===== config.mk =====
export PLATFORM = sky130hd
export DESIGN_NAME = data_memory_arbiter
export DESIGN_NICKNAME = d
export VERILOG_FILES = /design/src/rtl/data_memory_arbiter.sv
export SDC_FILE = /design/constraint.sdc
export NUM_CORES = 1
export LEC_CHECK = 0
export CORE_AREA = 2 2 102 104
export CTS_CLUSTER_SIZE = 8
export DETAILED_ROUTE_END_ITERATION = 10
export DIE_AREA = 0 0 104 106
export GPL_TIMING_DRIVEN = 1
export PLACE_DENSITY = 0.67
export SLEW_MARGIN = 20
export SYNTH_ARGS = -nofsm -noshare
export SYNTH_HDL_FRONTEND = slang
export SYNTH_SLANG_ARGS = --single-unit

===== constraint.sdc =====
create_clock -name clk -period 2.6 [get_ports clk]
set_input_delay 0.65 -clock clk [delete_from_list [all_inputs] [get_ports clk]]
set_output_delay 0.65 -clock clk [all_outputs]
set_load 0.01 [all_outputs]

===== src/rtl/data_memory_arbiter.sv =====
// Arbitrates the single data-memory port between instruction fetch and the load/store unit.
// Optional round-robin arbitration is enabled by defining MEM_ARB_RR_EN.
module data_memory_arbiter #(
  parameter int unsigned ADDR_W       = 32,
  parameter int unsigned DATA_W       = 32,
  parameter int unsigned STARVE_LIMIT = 4
) (
  input  logic              clk,
  input  logic              rst,
  input  logic              if_req_valid,
  output logic              if_req_ready,
  input  logic [ADDR_W-1:0] if_req_addr,
  output logic              if_rsp_valid,
  output logic [DATA_W-1:0] if_rsp_data,
  input  logic              ls_req_valid,
  output logic              ls_req_ready,
  input  logic              ls_req_we,
  input  logic [ADDR_W-1:0] ls_req_addr,
  input  logic [DATA_W-1:0] ls_req_wdata,
  output logic              ls_rsp_valid,
  output logic [DATA_W-1:0] ls_rsp_data,
  output logic [ADDR_W-1:0] mem_addr,
  output logic              mem_re,
  output logic              mem_we,
  output logic [DATA_W-1:0] mem_wdata,
  input  logic [DATA_W-1:0] mem_rdata
);

  typedef enum logic {IDLE, RD_WAIT} state_t;

  localparam logic OWN_IF = 1'b0;
  localparam logic OWN_LS = 1'b1;

  state_t state;
  state_t state_nxt;
  logic   owner;
  logic   pick_ls;
  logic   grant_if;
  logic   grant_ls;
  logic   can_grant;

  assign can_grant = !rst && (state == IDLE);

`ifdef MEM_ARB_RR_EN
  logic last_grant;

  // On a contest the port that did not win last time goes first.
  assign pick_ls = ls_req_valid && (!if_req_valid || (last_grant == OWN_IF));

  always_ff @(posedge clk) begin
    if (rst)           last_grant <= OWN_IF;
    else if (grant_ls) last_grant <= OWN_LS;
    else if (grant_if) last_grant <= OWN_IF;
  end
`else
  localparam int unsigned CNT_W = (STARVE_LIMIT < 1) ? 1 : $clog2(STARVE_LIMIT + 1);

  logic [CNT_W-1:0] starve_cnt;
  logic             force_if;
  logic             guard_on;

  assign guard_on = (STARVE_LIMIT != 0);
  assign force_if = guard_on && if_req_valid && (starve_cnt == CNT_W'(STARVE_LIMIT));
  assign pick_ls  = ls_req_valid && !force_if;

  // Counts LSU wins over a waiting fetch; saturates so fetch gets forced through.
  always_ff @(posedge clk) begin
    if (rst) begin
      starve_cnt <= '0;
    end else if (grant_if) begin
      starve_cnt <= '0;
    end else if (grant_ls && if_req_valid && guard_on &&
                 (starve_cnt != CNT_W'(STARVE_LIMIT))) begin
      starve_cnt <= starve_cnt + 1'b1;
    end
  end
`endif

  assign grant_ls = can_grant && pick_ls;
  assign grant_if = can_grant && if_req_valid && !pick_ls;

  // State register
  always_ff @(posedge clk) begin
    if (rst) state <= IDLE;
    else     state <= state_nxt;
  end

  // Read owner is latched at grant so the response is routed back correctly.
  always_ff @(posedge clk) begin
    if (rst)                          owner <= OWN_IF;
    else if (grant_if)                owner <= OWN_IF;
    else if (grant_ls && !ls_req_we)  owner <= OWN_LS;
  end

  // Next-state logic
  always_comb begin
    state_nxt = state;
    case (state)
      IDLE:    if (grant_if || (grant_ls && !ls_req_we)) state_nxt = RD_WAIT;
      RD_WAIT: state_nxt = IDLE;
      default: state_nxt = IDLE;
    endcase
  end

  // Output logic; everything idles to zero while reset is asserted.
  always_comb begin
    if_req_ready = 1'b0;
    ls_req_ready = 1'b0;
    if_rsp_valid = 1'b0;
    ls_rsp_valid = 1'b0;
    if_rsp_data  = '0;
    ls_rsp_data  = '0;
    mem_addr     = '0;
    mem_re       = 1'b0;
    mem_we       = 1'b0;
    mem_wdata    = '0;
    if (!rst) begin
      case (state)
        IDLE: begin
          if (grant_ls) begin
            ls_req_ready = 1'b1;
            mem_addr     = ls_req_addr;
            if (ls_req_we) begin
              mem_we    = 1'b1;
              mem_wdata = ls_req_wdata;
            end else begin
              mem_re = 1'b1;
            end
          end else if (grant_if) begin
            if_req_ready = 1'b1;
            mem_addr     = if_req_addr;
            mem_re       = 1'b1;
          end
        end
        RD_WAIT: begin
          if (owner == OWN_LS) begin
            ls_rsp_valid = 1'b1;
            ls_rsp_data  = mem_rdata;
          end else begin
            if_rsp_valid = 1'b1;
            if_rsp_data  = mem_rdata;
          end
        end
        default: ;
      endcase
    end
  end

endmodule


After elaboration in Yosys (flattened, before gate mapping)
Cells that the tools add are included.
W data, S select, Z words.
{"block": "classes", "addsub": 1, "n_mul": 0, "div": 0, "magnitude_cmp": 0, "n_eq_ne": 2, "shift": 0, "n_mux": 37, "bitwise_logic": 1, "reduce_logical": 15}
{"operator": "$mux W32", "n": 14}
{"operator": "$mux W1", "n": 22}
{"operator": "$logic_and A1 B1 Y1", "n": 9}
{"operator": "$logic_not A1 Y1", "n": 4}
{"operator": "$add A3 B1 Y3 const B", "n": 1}
{"operator": "$eq A3 B3 Y1 const B", "n": 1}
{"operator": "$ne A3 B3 Y1 const B", "n": 1}
{"operator": "$pmux W1 S2", "n": 1}
{"operator": "$reduce_or A2 Y1", "n": 1}
{"operator": "$logic_or A1 B1 Y1", "n": 1}
{"operator": "$not A1 Y1", "n": 1}
{"block": "totals", "register_bits": 5, "latch_bits": 0, "ram_bits": 0, "mem_bits_ro": 0, "out_inout_bits": 134, "n_memories": 0}

Depth between registers and ports, before layout
Gate-level depths: netlist (run 1).
{"block": "logic_depth", "word_depth": 10, "depth_mapped": 8}

Least setup slack after synthesis (run 1)
Ideal clock, no wire load.
{"block": "synth_timing", "kind": "input port to output port", "start": "input ls_req_valid", "end": "output mem_addr[10]", "arrival_time_ps": 1532, "required_ps": 1950, "path_slack_ps": 418, "cell_stages": 5, "cell_sequence": "a21bo_2 and3_1 buf_6 buf_2 a22o_1"}
{"block": "synth_between", "elab_chain_len": 7, "elab_cells_between_ends": 8, "classes_between": "4 x mux; 4 x reduce/logical"}
{"element": "start: declaration", "line": "15", "text": "input logic ls_req_valid,"}
{"element": "$logic_and A1 B1 Y1 *", "line": "64", "text": "assign pick_ls = ls_req_valid && !force_if;"}
{"element": "$logic_not A1 Y1", "line": "80", "text": "assign grant_if = can_grant && if_req_valid && !pick_ls;"}
{"element": "$logic_and A1 B1 Y1", "line": "80"}
{"element": "$mux W32", "line": "129", "text": "end else if (grant_if) begin"}
{"element": "$mux W32 *", "line": "120", "text": "if (grant_ls) begin"}
{"element": "$mux W32 *", "line": "118", "text": "case (state)"}
{"element": "$mux W32 *", "line": "117", "text": "if (!rst) begin"}
{"element": "end: declaration", "line": "22", "text": "output logic [ADDR_W-1:0] mem_addr,"}
Every way passes the cells marked *; elsewhere a longest branch is shown, timed or not.

Worst setup path in the final report (run 1)
{"block": "layout_timing", "start": "input ls_req_valid", "end": "output mem_wdata[8]"}
{"block": "layout_between", "elab_chain_len": 5}
{"element": "$logic_and A1 B1 Y1", "line": "64"}
{"element": "$logic_and A1 B1 Y1", "line": "79", "text": "assign grant_ls = can_grant && pick_ls;"}
{"element": "$mux W32", "line": "120"}
{"element": "$mux W32", "line": "118"}
{"element": "$mux W32", "line": "117"}
{"element": "end: declaration", "line": "25", "text": "output logic [DATA_W-1:0] mem_wdata,"}
No other way between the ends.

==> reports/metrics.yaml, run 1 <==
period_needed_ns: 2.56
synth-main-ff-cell: "dfxtp_1"
startpoint_type: "primary input"
gr-usage-met2_pct: 31.4
status: "complete, no violations"
final_nets: 596
place.gp.congestion: 0.781
hold_ws_ns: 0.470
ys_ff_latch: 5
synth_area_leaders: "and2_1 31%, a22o_1 21%, and3_1 16%"
vias: 2550
synthToLayoutAreaGrowth_pct: 221
synth-simple-area-share_pct: 53.7
yosys.area.top_type_share_pct: 31.2
avgRoutedWirePerCell_um: 16.7
required_ns: 1.95
dp.cells: 579
clk_pin_slew_ns: 0.04
syn_nets: 319
powerDensity_nw_per_um2: 175
arrival_ns: 1.91
power.total_uw: 733
synth_mux_area_share_pct: 0
io_buffers: 266
diodes: 0
criticalPathCategory: "primary input to output pin"
synth_top_family_by_area: "simple AND/OR/NAND/NOR gates"
ir_drop_mv: 0.132
crit_fanout: 11
drc: 0
fmax_mhz: 391
synth_cell_types: 23
antenna_found_initial: 0
synthAdderAreaFrac_pct: 1.92
rows: 37
maxSlewViolCount: 0
vias_per_cell: 4.28
hpwl_um: 7550
overflow: 0
worstSkewPairLatency_ns: 0.22
grt_pass1_vias: 2644
drt_iter0_markers: 85
cts_tree: "yes"
synth_edf_count: 0
cts.path.max_buffers: 2
netlist_area_um2: 1300
yosysWarnings: 0
grt_pass1_wl_um: 14800
synth-seq-area-share_pct: 7.68
syn_inst: 184
gr-usage-all-layers_pct: 16.8
cp-end-kind: "output pin"
die_w_um: 104
clock_sink_count: 5
p_leak_uw: 0.00215
ctsHoldBuffers: 0
async_reset_ff_share_pct: 0
cap_violations: 0
cts_buffers: 3
synth_top_area_cell: "and2_1"
start_util_pct: 13.0
core_um2: 10000
period_share_pct: 98.3
postRouteAntennaNets: 0
hold_violations: 0
fin_util_pct: 41.8
worst_hold_path_type: "flip-flop to flip-flop"
htreeDepth: 1
avgSynthCellArea_um2: 7.09
worst_pin_slew_ns: 0.202
maxSlewHeadroom_pct: 86.5
grt_max_degree: 35
use_met1_pct: 19.0
die_area_um2: 11000
synth_xor_area_share_pct: 0
synth_compound_area_share_pct: 25.6
io_pins: 267
stdcell_count: 596
fin_setup_tns_ns: 0
grtUsageMet3_pct: 5.82
fin_worst_skew_ns: 0.000908
first_pass_iters: 5
grt-busiest-layer: "met2"
drive_above_1_share_pct: 23.3
fp.dieH_um: 106
setup_viol: 0
clockRootBuffer: "clkbuf_8"
wl_um: 9960
## cells in the mapped netlist, drive strengths merged (3+ instances only)
cell / instances
a22o: 32
a21oi: 3
inv: 4
or3: 3
dfxtp: 5
and3: 34
nand2: 3
clkbuf: 11
and2: 65
buf: 10
## flip-flops by register name (all words and copies together), names as in the netlist
name / count
state: 1
starve_cnt: 3
owner: 1
## cell type report
| cell class | instances | area, µm² |
|---|---|---|
| sequential | 5 | 100 |
| multi-input combinational | 154 | 1110 |
| fill | 1059 | 5820 |
| timing repair buffer | 293 | 2750 |
| clock buffer | 4 | 45.0 |
| tap | 136 | 170 |
| inverter | 4 | 15.0 |
## power by group
| part | switching [µW] | internal, µW |
|---|---|---|
| sequential | 3.32 | 80.5 |
| clock | 42.0 | 106 |
| combinational | 174 | 327 |
## metrics by stage
stage	setup slack, ns	instance area [µm²]
floorplan	0.418	1300
global placement	-0.527	4190
detailed placement	-0.529	4190
CTS	0.00418	4180
global route	-0.00163	4180
finish	0.0429	4180
## worst max-delay path: stages
cell and delay, ns:
dlygate4sd2_1 0.24, buf_6 0.12, and3_4 0.19, buf_6 0.13
buf_4 0.13, buf_12 0.13, and3_1 0.18, buf_2 0.14
## cells in the final DEF (no fill, tap or decap), types with 2 or more instances in the layout
cell / synthesis / routed
clkdlybuf4s15_2: 0 / 8
and3_4: 1 / 5
buf_6: 6 / 5
clkbuf_8: 0 / 3
ha_1: 2 / 2
dfxtp_1: 5 / 5
buf_2: 4 / 49
nand2_1: 3 / 3
inv_1: 4 / 4
clkbuf_2: 0 / 8
a22o_1: 32 / 31
a21oi_1: 3 / 3
and2_1: 65 / 65
buf_16: 0 / 6
clkdlybuf4s50_1: 0 / 129
buf_12: 0 / 6
a21o_1: 2 / 2
dlygate4sd2_1: 0 / 45
or3_1: 3 / 3
buf_4: 0 / 11
clkdlybuf4s15_1: 0 / 26
and3_1: 33 / 29
## path summary, 6_finish.rpt
| path | startpoint | cells past startpoint | slack [ns] | endpoint |
|---|---|---|---|---|
| hold / removal | starve_cnt[1] | 2 | 0.47 | starve_cnt[1] |
| setup / recovery | ls_req_valid | 8 | 0.04 | mem_wdata[8] |
| setup reg to reg | starve_cnt[0] | 7 | 0.99 | owner |
| hold reg to reg | starve_cnt[1] | 2 | 0.47 | starve_cnt[1] |
## per-layer routing
| metal | share of wire, % | vias up |
|---|---|---|
| met5 | 0 | - |
| met4 | 0.39 | 0 |
| met3 | 10 | 5 |
| met2 | 50 | 165 |
| met1 | 39 | 1177 |
| li1 | - | 1203 |
## logic make-up after synthesis
group | count (synthesis)
AND/OR/NAND/NOR | 112
AO/OA/AOI/OAI | 40
buffers and inverters | 25
flip-flops | 5
adder cells (fa/ha/maj) | 2
## repair_timing
item	in CTS	in global routing
endpoints found under the setup margin	134	90
gates resized for setup	345	20
cloned	6	0
pin swaps	4	0
buffers inserted	6	1
(Power assumes the default switching activity.)
==> run 2: changes to the inputs <==
--- a/config.mk
+++ b/config.mk
@@ -6,11 +6,13 @@
 export NUM_CORES = 1
 export LEC_CHECK = 0
 export CORE_AREA = 2 2 102 104
+export CTS_BUF_LIST = sky130_fd_sc_hd__clkbuf_4
 export CTS_CLUSTER_SIZE = 8
 export DETAILED_ROUTE_END_ITERATION = 10
 export DIE_AREA = 0 0 104 106
 export GPL_TIMING_DRIVEN = 1
 export PLACE_DENSITY = 0.67
+export SETUP_SLACK_MARGIN = 0.15
 export SLEW_MARGIN = 20
 export SYNTH_ARGS = -nofsm -noshare
 export SYNTH_HDL_FRONTEND = slang
==> run 2 against run 1 <==
Net effect:
- global-route usage up 0.70 points
- via count up 2.5%
- design area grew 2.5%
- critical path type is now flip-flop to output pin
- largest cell class unchanged
- largest power group unchanged
==> reports/metrics.yaml, run 2 (synthesis gave the netlist of run 1 again) <==
die_area_um2: 11000
status: "complete, no violations"
setup_ws_ns: 0.149
postRouteAntennaNets: 0
p_leak_uw: 0.00222
antenna_found_initial: 0
fmax_mhz: 408
diodes: 0
clk_pin_slew_ns: 0.05
final_nets: 615
clockRootBuffer: "clkbuf_4"
grt_pass1_wl_um: 15400
final_common_cell: "clkdlybuf4s50_1"
dp.cells: 579
cts_tree: "yes"
ir_drop_mv: 0.0991
core_um2: 10000
reg_top3: "starve_cnt x3, owner x1, state x1"
required_ns: 1.95
htreeDepth: 1
rows: 37
io_buffers: 266
drt_iter0_markers: 72
largest_reg_flops: 3
crit_fanout: 7
cp-end-kind: "output pin"
fp.dieH_um: 106
setup_viol: 0
rsz0062_at_grt: "yes"
drive_above_1_share_pct: 34.0
worstSkewPairLatency_ns: 0.25
arrival_ns: 1.80
cts_buffers: 3
most-common-layout-cells: "129 x clkdlybuf4s50_1, 79 x buf_2, 65 x and2_1, 31 x a22o_1, 28 x and3_1"
grt_max_degree: 35
worst_hold_path_type: "flip-flop to flip-flop"
vias_per_cell: 4.25
cp-startpoint: "starve_cnt[0]"
stdcell_count: 615
criticalPathCategory: "flip-flop to output pin"
startpoint_type: "flip-flop"
overflow: 0
clock_sink_count: 5
hpwl_um: 7550
synthToLayoutAreaGrowth_pct: 229
regMostFlops: "starve_cnt"
start_util_pct: 13.0
cts.path.max_buffers: 2
die_w_um: 104
gr-usage-all-layers_pct: 17.5
hold_violations: 0
grt_pass1_vias: 2759
io_pins: 267
powerDensity_nw_per_um2: 168
place.gp.congestion: 0.781
fin_worst_skew_ns: 0.00286
drc: 0
cap_violations: 0
r2r_start: "starve_cnt[0]"
avgRoutedWirePerCell_um: 17.0
first_pass_iters: 4
period_share_pct: 94.3
dp_slack_ns: -0.529
period_needed_ns: 2.45
wl_um: 10500
maxSlewHeadroom_pct: 86.4
maxSlewViolCount: 0
fin_util_pct: 42.8
worst_pin_slew_ns: 0.204
hp-start: "starve_cnt[1]"
power.total_uw: 719
vias: 2614
-- run 2: changes by cell type in the layout (fill, tap and decap cells not counted), moves of 3 or more --
cell	change
dlygate4sd2_1	-25
clkbuf_8	-3
clkbuf_4	+4
buf_4	+11
clkdlybuf4s15_1	-4
clkbuf_2	+5
buf_6	+5
clkdlybuf4s15_2	-8
buf_2	+30
-- run 2: final timing paths --
| check | endpoint | slack [ns] | depth (start not counted) |
|---|---|---|---|
| worst max-delay path | mem_addr[25] | 0.15 | 9 |
| worst max register to register | owner | 0.21 | 17 |
| worst min-delay path | starve_cnt[1] | 0.47 | 2 |
| worst min register to register | starve_cnt[1] | 0.47 | 2 |
-- run 2: metrics by stage --
| stage | TNS (ns) | hold slack, ns | area [µm²] |
|---|---|---|---|
| final | 0 | 0.468 | 4280 |
| after floorplan | 0 | 0.447 | 1300 |
| after detailed placement | -58.28 | 0.468 | 4190 |
| after global placement | -57.94 | 0.459 | 4190 |
| after global routing | 0 | 0.481 | 4280 |
| after CTS | 0 | 0.470 | 4310 |
-- run 2: cell type report --
cell class | count | area, µm²
well taps | 136 | 170
flip-flops and latches | 5 | 103
inverters | 4 | 15.0
repair buffers | 312 | 2840
multi-input cells | 154 | 1130
clock buffers | 4 | 30.0
fillers | 1053 | 5720
-- run 2: per-layer routing --
metal | wire length, µm | up-vias | global-route usage, %
met5 | 0 | - | 0
met2 | 5390 | 157 | 33.3
li1 | - | 1242 | -
met4 | 44 | 0 | 2.22
met1 | 4000 | 1210 | 19.6
met3 | 1030 | 5 | 5.58
-- run 2: where the power goes --
group	switching [µW]	internal [µW]
Clock	37.1	68.8
Combinational	182	347
Sequential	3.80	80.4
-- run 2: repair_timing --
item | CTS | global route
pin swaps | 8 | 5
buffers inserted | 23 | 0
resized for setup | 411 | 54
hold buffers | 0 | 0
gates cloned | 8 | 1
endpoints found under the setup margin | 134 | 60
-- run 2: critical path, cell delays in order (launching register included) --
cell and delay, ns:
dfxtp_2 0.32, inv_2 0.06, ha_4 0.14, nand3_2 0.08, and3_4 0.21, buf_6 0.12, buf_12 0.11, buf_16 0.13
a22o_1 0.22, buf_2 0.15
==> run 3: changes to the inputs <==
--- a/config.mk
+++ b/config.mk
@@ -12,7 +12,6 @@
 export DIE_AREA = 0 0 104 106
 export GPL_TIMING_DRIVEN = 1
 export PLACE_DENSITY = 0.67
-export SETUP_SLACK_MARGIN = 0.15
 export SLEW_MARGIN = 20
 export SYNTH_ARGS = -nofsm -noshare
 export SYNTH_HDL_FRONTEND = slang
==> run 3 against run 2 <==
Net effect:
- worst hold slack improved by 0.0043 ns
- design area shrank 2.7%
- via count fell by 2.5%
- register-to-register slack better by 0.76 ns
- critical path depth fell by 1
- combinational power down 5.3%
- wire length shrank 4.9%
- clock-buffer cell count did not move
- core utilization shrank 1.2 points
- sequential share of layout area hardly changed
- sequential power decreased by 0.8%
- non-clock buffer count down 19
- largest cell class unchanged
==> reports/metrics.yaml, run 3 (synthesis gave the netlist of run 1 again) <==
vias_per_cell: 4.28
ctsHoldBuffers: 0
criticalPathCategory: "primary input to output pin"
period_share_pct: 98.3
avgRoutedWirePerCell_um: 16.7
io_pins: 267
ir_drop_mv: 0.100
worstSkewPairLatency_ns: 0.25
wl_um: 9950
fin_worst_skew_ns: 0.000497
place.gp.congestion: 0.781
dp_slack_ns: -0.529
cap_violations: 0
synthToLayoutAreaGrowth_pct: 220
worst_hold_path_type: "flip-flop to flip-flop"
p_leak_uw: 0.00215
crit_slowest_cell: "dlygate4sd2_1"
final_common_cell: "clkdlybuf4s50_1"
diodes: 0
fp.dieH_um: 106
drc: 0
start_util_pct: 13.0
multi_input_area_um2: 1110
clockRootBuffer: "clkbuf_4"
power.total_uw: 690
drive_above_1_share_pct: 23.5
io_buffers: 266
gr-usage-all-layers_pct: 16.8
grt_max_degree: 35
startpoint_type: "primary input"
htreeDepth: 1
arrival_ns: 1.91
final-seq-area_um2: 100
first_pass_iters: 4
crit_fanout: 11
vias: 2548
reg_top3: "starve_cnt x3, owner x1, state x1"
maxSlewHeadroom_pct: 86.8
rrSetupSlack_ns: 0.97
powerDensity_nw_per_um2: 166
final_nets: 596
slowest_delay_ns: 0.24
core_um2: 10000
antenna_found_initial: 0
setup_ws_ns: 0.0429
regMostFlops: "starve_cnt"
cp-end-kind: "output pin"
required_ns: 1.95
fin_setup_tns_ns: 0
setup_viol: 0
hpwl_um: 7550
die_w_um: 104
clock_sink_count: 5
worst_pin_slew_ns: 0.198
maxSlewViolCount: 0
grt_pass1_vias: 2639
crit_chain: "dlygate4sd2_1 > buf_6 > and3_4 > buf_6 > buf_4 > buf_12 > and3_1 > buf_2"
drt_iter0_markers: 89
cts_buffers: 3
fmax_mhz: 391
fillers: 1060
rows: 37
fin_util_pct: 41.7
postRouteAntennaNets: 0
most-common-layout-cells: "129 x clkdlybuf4s50_1, 65 x and2_1, 49 x buf_2, 45 x dlygate4sd2_1, 31 x a22o_1"
cts.path.max_buffers: 2
die_area_um2: 11000
cp_common_cell: "buf_6"
grt_pass1_wl_um: 14700
status: "complete, no violations"
period_needed_ns: 2.56
clk_pin_slew_ns: 0.05
largest_reg_flops: 3
hold_violations: 0
overflow: 0
cts_tree: "yes"
[run 3: changes by cell type in the layout (fill, tap and decap cells not counted), sizes merged]
| cell | previous run | this run |
|---|---|---|
| dlygate4sd2 | 20 | 45 |
| buf | 126 | 77 |
| bufbuf | 1 | 0 |
| clkdlybuf4s15 | 22 | 34 |
| clkbuf | 18 | 12 |
[run 3: layout make-up]
| cell class | count | area share [%] |
|---|---|---|
| multi-input combinational | 154 | 26.5 |
| tap | 136 | 4.08 |
| clock buffer | 4 | 0.721 |
| timing repair buffer | 293 | 65.9 |
| sequential | 5 | 2.40 |
| inverter | 4 | 0.360 |
[run 3: worst paths after layout]
check / startpoint / end / cells past startpoint
setup reg to reg: starve_cnt[0] / owner / 7
hold / removal: starve_cnt[1] / starve_cnt[1] / 2
setup / recovery: ls_req_valid / mem_wdata[8] / 8
hold reg to reg: starve_cnt[1] / starve_cnt[1] / 2
[run 3: worst max-delay path: cells and delay by family]
kind / cells / cell delay (ns)
buffers and inverters: 6 / 0.89
and+or+nand+nor: 2 / 0.37
[run 3: report_power, final]
part | leakage [µW] | internal (µW) | switching [µW]
clock network | 0.0000184 | 68.7 | 36.2
registers | 0.0000408 | 80.2 | 3.31
logic | 0.00209 | 327 | 174
[run 3: routing by layer]
layer | wire length (µm) | up-vias | GRT usage (%) | part of all wire, %
met3 | 1020 | 4 | 5.64 | 10
met1 | 3860 | 1178 | 19.0 | 39
met4 | 30 | 0 | 2.03 | 0.30
met5 | 0 | - | 0 | 0
li1 | - | 1202 | - | -
met2 | 5040 | 164 | 31.4 | 51
[run 3: through the flow]
step	hold WS, ns	instance area, µm²	instances
4_1_cts	0.474	4160	595
3_3_place_gp	0.459	4190	579
5_1_grt	0.489	4170	596
3_5_place_dp	0.468	4190	579
2_1_floorplan	0.447	1300	184
6_report	0.472	4170	596
[run 3: timing repair]
action                                  CTS  global route
cloned                                    6             0
pin swaps                                 4             0
setup buffers                             6             1
endpoints found under the setup margin  134            90
gates resized for setup                 345            20
